## src/rtl/fir_out_sink.sv

```systemverilog
// FIR output receiver: decimate, rescale by arithmetic right shift, saturate, buffer in a FIFO.
// Define FIR_OUT_SINK_ROUND_EN to add round-half-up before the shift (default: floor truncation).
module fir_out_sink #(
   parameter int IN_W  = 32,
   parameter int OUT_W = 12,
   parameter int SHIFT = 8,
   parameter int DECIM = 1,
   parameter int DEPTH = 8
) (
   input  logic                     clk,
   input  logic                     reset,
   input  logic                     in_valid,
   input  logic signed [IN_W-1:0]   in_data,
   output logic                     out_valid,
   input  logic                     out_ready,
   output logic signed [OUT_W-1:0]  out_data,
   output logic [$clog2(DEPTH):0]   level,
   output logic                     overflow,
   output logic [7:0]               sat_cnt,
   input  logic                     clr_flags
);

   localparam int AW = $clog2(DEPTH);
   localparam int DW = (DECIM > 1) ? $clog2(DECIM) : 1;
   localparam int RW = IN_W + 1;
   localparam logic signed [RW-1:0] MAXV = (RW'(1) << (OUT_W - 1)) - RW'(1);
   localparam logic signed [RW-1:0] MINV = ~MAXV;
`ifdef FIR_OUT_SINK_ROUND_EN
   localparam logic signed [RW-1:0] RND_OFS =
      (SHIFT > 0) ? (RW'(1) << ((SHIFT > 0) ? SHIFT - 1 : 0)) : '0;
`endif

   function automatic logic signed [RW-1:0] scale(input logic signed [IN_W-1:0] x);
      logic signed [RW-1:0] r;
      r = {x[IN_W-1], x};
`ifdef FIR_OUT_SINK_ROUND_EN
      r = r + RND_OFS;
`endif
      return r >>> SHIFT;
   endfunction

   function automatic logic is_sat(input logic signed [RW-1:0] v);
      return (v > MAXV) || (v < MINV);
   endfunction

   function automatic logic signed [OUT_W-1:0] saturate(input logic signed [RW-1:0] v);
      logic signed [RW-1:0] c;
      c = v;
      if (v > MAXV) c = MAXV;
      else if (v < MINV) c = MINV;
      return c[OUT_W-1:0];
   endfunction

   logic [DW-1:0]            dcnt_q, dcnt_d;
   logic                     vld_p0_q, vld_p1_q;
   logic signed [IN_W-1:0]   smp_p0_q;
   logic signed [OUT_W-1:0]  smp_p1_q;
   logic signed [RW-1:0]     scl_p0;
   logic                     keep, sat_evt, ovf_evt;
   logic signed [OUT_W-1:0]  mem [DEPTH];
   logic [AW-1:0]            wr_q, wr_d, rd_q, rd_d;
   logic [AW:0]              cnt_q, cnt_d;
   logic signed [OUT_W-1:0]  head_q, head_d;
   logic                     ovf_q, ovf_d;
   logic [7:0]               sat_q, sat_d;
   logic                     full, push, pop;

   // Stage p0: decimation select
   assign keep = in_valid && (dcnt_q == '0);

   always_comb begin
      dcnt_d = dcnt_q;
      if (in_valid) dcnt_d = (dcnt_q == DW'(DECIM - 1)) ? '0 : dcnt_q + 1'b1;
   end

   // Stage p1: rescale and saturate
   assign scl_p0  = scale(smp_p0_q);
   assign sat_evt = vld_p0_q && is_sat(scl_p0);

   always_comb begin
      if (clr_flags) sat_d = sat_evt ? 8'd1 : 8'd0;
      else if (sat_evt && (sat_q != 8'hFF)) sat_d = sat_q + 8'd1;
      else sat_d = sat_q;
   end

   // Stage p2: FIFO push/pop; a full FIFO still accepts when the head leaves the same cycle
   assign full    = (cnt_q == (AW+1)'(DEPTH));
   assign pop     = out_valid && out_ready;
   assign push    = vld_p1_q && (!full || pop);
   assign ovf_evt = vld_p1_q && full && !pop;
   assign ovf_d   = ovf_evt || (ovf_q && !clr_flags);

   always_comb begin
      wr_d = wr_q + AW'(push);
      rd_d = rd_q + AW'(pop);
      unique case ({push, pop})
         2'b10:   cnt_d = cnt_q + 1'b1;
         2'b01:   cnt_d = cnt_q - 1'b1;
         default: cnt_d = cnt_q;
      endcase
      // Head register follows the next-state head; it freezes once the FIFO empties
      head_d = head_q;
      if (cnt_d != '0) head_d = (push && (wr_q == rd_d)) ? smp_p1_q : mem[rd_d];
   end

   always_ff @(posedge clk) begin
      if (reset) begin
         dcnt_q   <= '0;
         vld_p0_q <= 1'b0;
         vld_p1_q <= 1'b0;
         wr_q     <= '0;
         rd_q     <= '0;
         cnt_q    <= '0;
         head_q   <= '0;
         ovf_q    <= 1'b0;
         sat_q    <= '0;
      end else begin
         dcnt_q   <= dcnt_d;
         vld_p0_q <= keep;
         vld_p1_q <= vld_p0_q;
         wr_q     <= wr_d;
         rd_q     <= rd_d;
         cnt_q    <= cnt_d;
         head_q   <= head_d;
         ovf_q    <= ovf_d;
         sat_q    <= sat_d;
      end
   end

   always_ff @(posedge clk) begin
      if (keep) smp_p0_q <= in_data;
      smp_p1_q <= saturate(scl_p0);
      if (push) mem[wr_q] <= smp_p1_q;
   end

   assign out_valid = (cnt_q != '0);
   assign out_data  = head_q;
   assign level     = cnt_q;
   assign overflow  = ovf_q;
   assign sat_cnt   = sat_q;

endmodule

```

## config.mk

```make
export PLATFORM = sky130hd
export DESIGN_NAME = fir_out_sink
export DESIGN_NICKNAME = d
export VERILOG_FILES = /design/src/rtl/fir_out_sink.sv
export SDC_FILE = /design/constraint.sdc
export NUM_CORES = 1
export LEC_CHECK = 0
export BUFFER_PORTS_ARGS = -buffer_cell sky130_fd_sc_hd__buf_2
export CAP_MARGIN = 40
export CORE_AREA = 2 2 118 120
export CTS_CLUSTER_DIAMETER = 60
export DETAILED_ROUTE_END_ITERATION = 6
export DIE_AREA = 0 0 120 122
export GPL_TIMING_DRIVEN = 0
export PLACE_DENSITY = 0.79
export SYNTH_ARGS = -nofsm -noshare
export SYNTH_HDL_FRONTEND = slang
export SYNTH_SLANG_ARGS = --single-unit
```

## constraint.sdc

```tcl
create_clock -name clk -period 8.4 [get_ports clk]
set_input_delay 1.68 -clock clk [delete_from_list [all_inputs] [get_ports clk]]
set_output_delay 1.68 -clock clk [all_outputs]
set_load 0.02 [all_outputs]
```

==> results.py, run 1 <==
metrics = {
    "clocking": {
        "cts_made_buffers": 17,
        "cts-root-buf": "clkbuf_16",
        "clock_latency_ps": 410,
        "tritoncts": "done",
        "clock_sinks": 165,
        "cts_resized": 0,
        "clockBufferDepth": 2,
        "post-cts-setup-buffer-count": 0,
        "clk_pin_slew_ps": 60,
        "cts_hold_buffers": 0,
        "cts_max_level": 4,
    },
    "sta": {
        "min_period_over_period_pct": 52.7,
        "hold_violations": 0,
        "setup-tns-final_ps": 0,
        "period_minus_slack_ps": 4430,
        "slew_headroom_pct": 47.3,
        "fmax_mhz": 226,
        "worstMarginPinSlew_ps": 790,
        "slew_viol_final": 0,
        "fin_worst_skew_ps": 8.26,
        "fin_ws_ps": 3970,
        "rsz0062_at_grt": "false",
        "setup_viol": 0,
    },
    "logic_synthesis": {
        "synth_top_flop_cell": "edfxtp_1",
        "async_flop_share_pct": 0,
        "syn_area_um2": 6500,
        "ys_seq_area_share_pct": 69.3,
        "syn_area_per_cell_um2": 15.9,
        "ys_top_cells_by_area": "edfxtp_1 (55%), dfxtp_1 (14%), mux4_2 (8.3%)",
        "syn_nets": 454,
        "synth_cell_type_count": 46,
        "synth_edf_count": 120,
        "synth_top_area_share_pct": 55.4,
        "synth_top_area_cell": "edfxtp_1",
        "synth_seq_cells": 165,
        "syn_inst": 409,
        "yosysWarningCount": 0,
    },
    "detailed_routing": {
        "drc": 0,
        "detail_route.wirelength_um": 12500,
        "vias": 3726,
        "ant_nets": 0,
        "viasPerCell": 5.43,
        "routedWlPerCell_um": 18.2,
        "initialDrtViolationCount": 269,
        "drtPass1Iterations": 5,
    },
    "global_routing": {
        "track_usage_pct": 17.8,
        "antenna_found_initial": 0,
        "gr-total-overflow": 0,
        "grt_pass1_vias": 3764,
        "grt_pass1_wl_um": 19500,
        "grt_start_max_net_pins": 26,
    },
    "critical_path": {
        "cp-start-kind": "input port",
        "max_stage_delay_ps": 490,
        "crit_top_cell": "buf_2",
        "worst-setup-path-type": "input port to flip-flop",
        "cp-end-kind": "flip-flop",
        "path_cells": "buf_2, nand2b_1, o21ai_2, buf_2, ha_1, buf_2, or4b_4, o22ai_2, nor3_2, nor4b_4, buf_6, mux2i_1",
        "critPathRequiredTime_ps": 8730,
        "critPathSlowestCell": "or4b_4",
        "crit_fanout": 11,
        "path_buf_inv": 4,
        "cp.arrival_ps": 4760,
        "cp_top_family": "simple AND/OR/NAND/NOR gates",
    },
    "final_layout": {
        "fin_util_pct": 57.6,
        "fillers": 970,
        "syn2layout_area_growth_pct": 19.7,
        "final_cell_mix": "edfxtp_1 (120), buf_2 (61), dfxtp_1 (45), nand2_1 (38), mux2i_1 (27)",
        "antenna_cells": 0,
        "layout-drive-gt1-share_pct": 29.2,
        "final_common_cell": "edfxtp_1",
        "final_nets": 538,
    },
    "pwr": {
        "power_leakage_uw": 0.00277,
        "p_per_area_nw_per_um2": 302,
        "ir_worst_vdd_uv": 174,
    },
    "placed_design": {
        "port_buffers": 54,
        "pre_cts_ws_ps": 3560,
        "gp_congestion": 0.850,
        "dp_hpwl_um": 8660,
    },
    "die": {
        "placeableCoreArea_um2": 13500,
        "start_util_pct": 48.2,
        "row_count": 43,
        "die_y_um": 122,
        "io_pins": 63,
        "die_area_um2": 14600,
        "fp.dieW_um": 120,
    },
    "min_path": {
        "hold_path.class": "flip-flop to flip-flop",
    },
    "outcome": {
        "status": "completed",
    },
    "flow_run": {
        "maxCapViolCount": 0,
    },
}
==> worst reg2reg max path, stage by stage (launching register included) <==
cell      delay, ps
dfxtp_1         310
buf_6           130
or3_2           500
nand2b_1        190
and2_1          200
ha_1            200
ha_1            270
clkbuf_1        370
clkbuf_1        650
mux4_2          410
mux2i_1         180
o21ai_0         140
o211ai_1        160
mux2i_1         100
==> per-layer routing <==
layer / routed length (µm) / vias up / global-route usage [%]
li1: - / 1738 / -
met1: 4800 / 1814 / 22.1
met2: 6450 / 147 / 30.6
met3: 916 / 27 / 4.26
met4: 286 / 0 / 6.54
met5: 0 / - / 0
==> power by group <==
group	internal (µW)	switching, µW	total (µW)
logic	275	307	582
clock network	511	294	806
registers	926	34.6	961
total	1710	636	2350
==> metrics by stage <==
stage	hold WS (ps)	instances	total power, µW	area [µm²]
6_report	438	686	2350	7780
5_1_grt	470	686	2450	7780
4_1_cts	443	685	2370	7770
3_5_place_dp	427	653	1560	7140
3_3_place_gp	420	643	1530	7000
2_1_floorplan	416	409	1410	6500
==> sequential cells by signal, summed over array words and instances, names as in the netlist <==
register and count:
mem 96, out_data 12, rd_q 3, sat_cnt 8
smp_p1_q 12, level 4, smp_p0_q 24, vld_p0_q 1
vld_p1_q 1, overflow 1, wr_q 3
==> cell type report <==
cell class                      count  area [µm²]  area share (%)
Tap cell                          180         225            2.89
Clock inverter                     10         143            1.83
Inverter                            4        15.0           0.193
Clock buffer                       22         497            6.38
Buffer                             23         110            1.41
Sequential cell                   165        4500            57.9
Multi-Input combinational cell    217        1910            24.6
Timing Repair Buffer               65         375            4.82
==> worst paths after layout <==
check,end,cells past startpoint,slack (ps),startpoint
worst min register to register,smp_p1_q[1]$_SDFF_PN1_,2,440,smp_p0_q[9]$_DFFE_PP_
worst min-delay path,smp_p1_q[1]$_SDFF_PN1_,2,440,smp_p0_q[9]$_DFFE_PP_
worst max-delay path,out_data[6]$_SDFFE_PP0P_,12,3970,out_ready
worst max register to register,out_data[8]$_SDFFE_PP0P_,13,4480,level[1]$_SDFF_PP0_
==> cell usage after synthesis, drive strengths merged, types with 4 or more instances <==
cell	count
nand2	38
nand3	5
nor4	4
a21oi	5
nand4	4
nor3	4
nor2	15
o211ai	12
xnor2	8
nand2b	4
buf	13
clkbuf	10
xor2	4
nor2b	8
o21ai	16
mux4	24
dfxtp	45
a211oi	4
edfxtp	120
mux2i	27
ha	8
==> kinds of logic (layout without fill, tap and decap cells) <==
logic type      after synthesis  in the layout  synth area share, %
fa+ha+maj                     8              8                 1.54
flops                       165            165                 69.3
xor+xnor                     13             13                 1.96
mux                          52             52                 12.6
buf+inv                      27            124                 1.92
simple gates                 99             99                 8.02
compound gates               45             45                 4.66
Power figures use the tool's default switching activity.
==> run 2, diff against run 1 <==
PLACE_DENSITY = 0.81   (was 0.79)
clock period = 3.7 ns   (was 8.4 ns; I/O delays follow)
==> results.py, run 2 (synthesis gave the netlist of run 1 again) <==
metrics = {
    "pwr": {
        "p_int_uw": 3730,
        "p_seq_share_pct": 42.0,
        "power_frac_comb_pct": 25.6,
        "design_power_total_uw": 5200,
        "p_per_area_nw_per_um2": 673,
        "switchingPower_uw": 1470,
        "power_leakage_uw": 0.00274,
        "clkPwrFrac_pct": 32.4,
        "ir_worst_vdd_uv": 283,
        "p_sw_share_pct": 28.3,
    },
    "critical_path": {
        "r2r-start": "level[1]$_SDFF_PP0_",
        "crit_fanout": 10,
        "crit_top_cell": "buf_6",
        "reg2reg_to": "out_data[8]$_SDFFE_PP0P_",
        "r2r.worst_path.cells": 12,
        "critPathRequiredTime_ps": 4050,
        "max_stage_delay_ps": 510,
        "worst-setup-path-type": "flip-flop to flip-flop",
        "cp.arrival_ps": 3910,
        "cp-end-kind": "flip-flop",
        "path_cells": "buf_6, or3_2, nand2b_1, and2_1, ha_1, buf_2, or3b_2, o22ai_2, nor3_2, nor4b_4, buf_6, mux2i_1",
        "rrSetupSlack_ps": 140,
        "cp-start-kind": "flip-flop",
        "critPathSlowestCell": "or3_2",
    },
    "global_routing": {
        "antenna_found_initial": 0,
        "gr-total-overflow": 0,
        "grt_pass1_vias": 3936,
        "grt_start_max_net_pins": 26,
        "track_usage_pct": 19.1,
        "grt_pass1_wl_um": 20500,
    },
    "die": {
        "io_pins": 63,
        "row_count": 43,
        "fp.dieW_um": 120,
        "die_area_um2": 14600,
        "placeableCoreArea_um2": 13500,
        "die_y_um": 122,
        "start_util_pct": 48.2,
    },
    "min_path": {
        "worstHoldStart": "smp_p0_q[11]$_DFFE_PP_",
        "hold_path.class": "flip-flop to flip-flop",
        "hold_depth": 2,
        "worstHoldEndpoint": "smp_p1_q[3]$_SDFF_PN1_",
    },
    "final_layout": {
        "syn2layout_area_growth_pct": 18.9,
        "layout-drive-gt1-share_pct": 29.3,
        "design_area_um2": 7730,
        "final_common_cell": "edfxtp_1",
        "top_register": "mem",
        "final_nets": 537,
        "largestRegisters": "mem x96, smp_p0_q x24",
        "antenna_cells": 0,
        "final_cell_mix": "edfxtp_1 (120), buf_2 (58), dfxtp_1 (45), nand2_1 (38), mux2i_1 (27)",
        "largest_register_ff_count": 96,
    },
    "sta": {
        "setup_viol": 0,
        "fin_hold_ws_ps": 439,
        "min_period_over_period_pct": 96.2,
        "fin_worst_skew_ps": 11.1,
        "rsz0062_at_grt": "false",
        "hold_violations": 0,
        "worstMarginPinSlew_ps": 940,
        "slew_viol_final": 0,
        "fmax_mhz": 281,
        "period_minus_slack_ps": 3560,
        "slew_headroom_pct": 37.2,
    },
    "flow_run": {
        "maxCapViolCount": 0,
    },
    "placed_design": {
        "dp_hpwl_um": 8870,
        "place_area_um2": 7140,
        "port_buffers": 54,
        "gp_congestion": 0.822,
    },
    "detailed_routing": {
        "ant_nets": 0,
        "detail_route.wirelength_um": 13100,
        "routedWlPerCell_um": 19.2,
        "viasPerCell": 5.51,
        "drc": 0,
        "vias": 3776,
        "initialDrtViolationCount": 204,
        "drtPass1Iterations": 5,
    },
    "clocking": {
        "cts_hold_buffers": 0,
        "clk_pin_slew_ps": 60,
        "cts-root-buf": "clkbuf_16",
        "clock_sinks": 165,
        "cts_made_buffers": 17,
        "clockBufferDepth": 2,
        "tritoncts": "done",
        "cts_max_level": 4,
        "clock_latency_ps": 420,
    },
    "outcome": {
        "status": "completed",
    },
}
run 2: worst max path at each step:
stage                                            to                start
after floorplan           out_data[10]$_SDFFE_PP0P_  level[1]$_SDFF_PP0_
after global placement          mem[4][9]$_DFFE_PP_            out_ready
after detailed placement   out_data[8]$_SDFFE_PP0P_            out_ready
after CTS                 out_data[11]$_SDFFE_PP0P_  level[1]$_SDFF_PP0_
after global routing       out_data[3]$_SDFFE_PP0P_  level[1]$_SDFF_PP0_
final                      out_data[8]$_SDFFE_PP0P_  level[1]$_SDFF_PP0_
run 2: cell type report:
cell class,count,area (µm²)
fillers,999,5770
flip-flops and latches,165,4500
multi-input cells,217,1920
clock buffers,19,433
repair buffers,65,379
well taps,180,225
clock inverters,13,134
plain buffers,22,119
inverters,4,15.0
run 2: per-stage QoR:
stage / TNS (ps) / cells / setup WS [ps] / util (%)
finish: 0 / 685 / 141 / 57.2
global route: 0 / 685 / 7.17 / 57.2
CTS: 0 / 686 / 8.15 / 57.2
detailed placement: -2850 / 653 / -288 / 52.9
global placement: -12150 / 643 / -429 / 51.8
floorplan: 0 / 409 / 264 / -
run 2: critical path: cells and delay by family, from the launching register on:
family | cells | cell delay [ps]
flip-flops | 1 | 330
AO/OA/AOI/OAI | 1 | 200
multiplexers | 1 | 200
adder cells (fa/ha/maj) | 1 | 290
AND/OR/NAND/NOR | 6 | 1910
buffers and inverters | 3 | 560
run 2: what timing repair did:
item                       4_1_cts  5_1_grt
gates resized for setup          5        2
pin swaps                        1        0
setup buffers                    1        0
setup endpoints to repair       12       11
run 2: per-layer routing:
metal / global-route usage [%] / share of wire [%] / vias up
li1: - / - / 1735
met1: 22.3 / 39 / 1883
met2: 33.1 / 53 / 129
met3: 4.73 / 5.8 / 29
met4: 9.19 / 2.6 / 0
met5: 0 / 0 / -
run 2: power groups by stage:
stage	combinational (µW)	sequential [µW]	clock, µW
2_1_floorplan	954	2260	0
3_3_place_gp	1260	2210	0
3_5_place_dp	1310	2220	0
4_1_cts	1330	2180	1700
5_1_grt	1430	2200	1790
6_report	1330	2180	1680
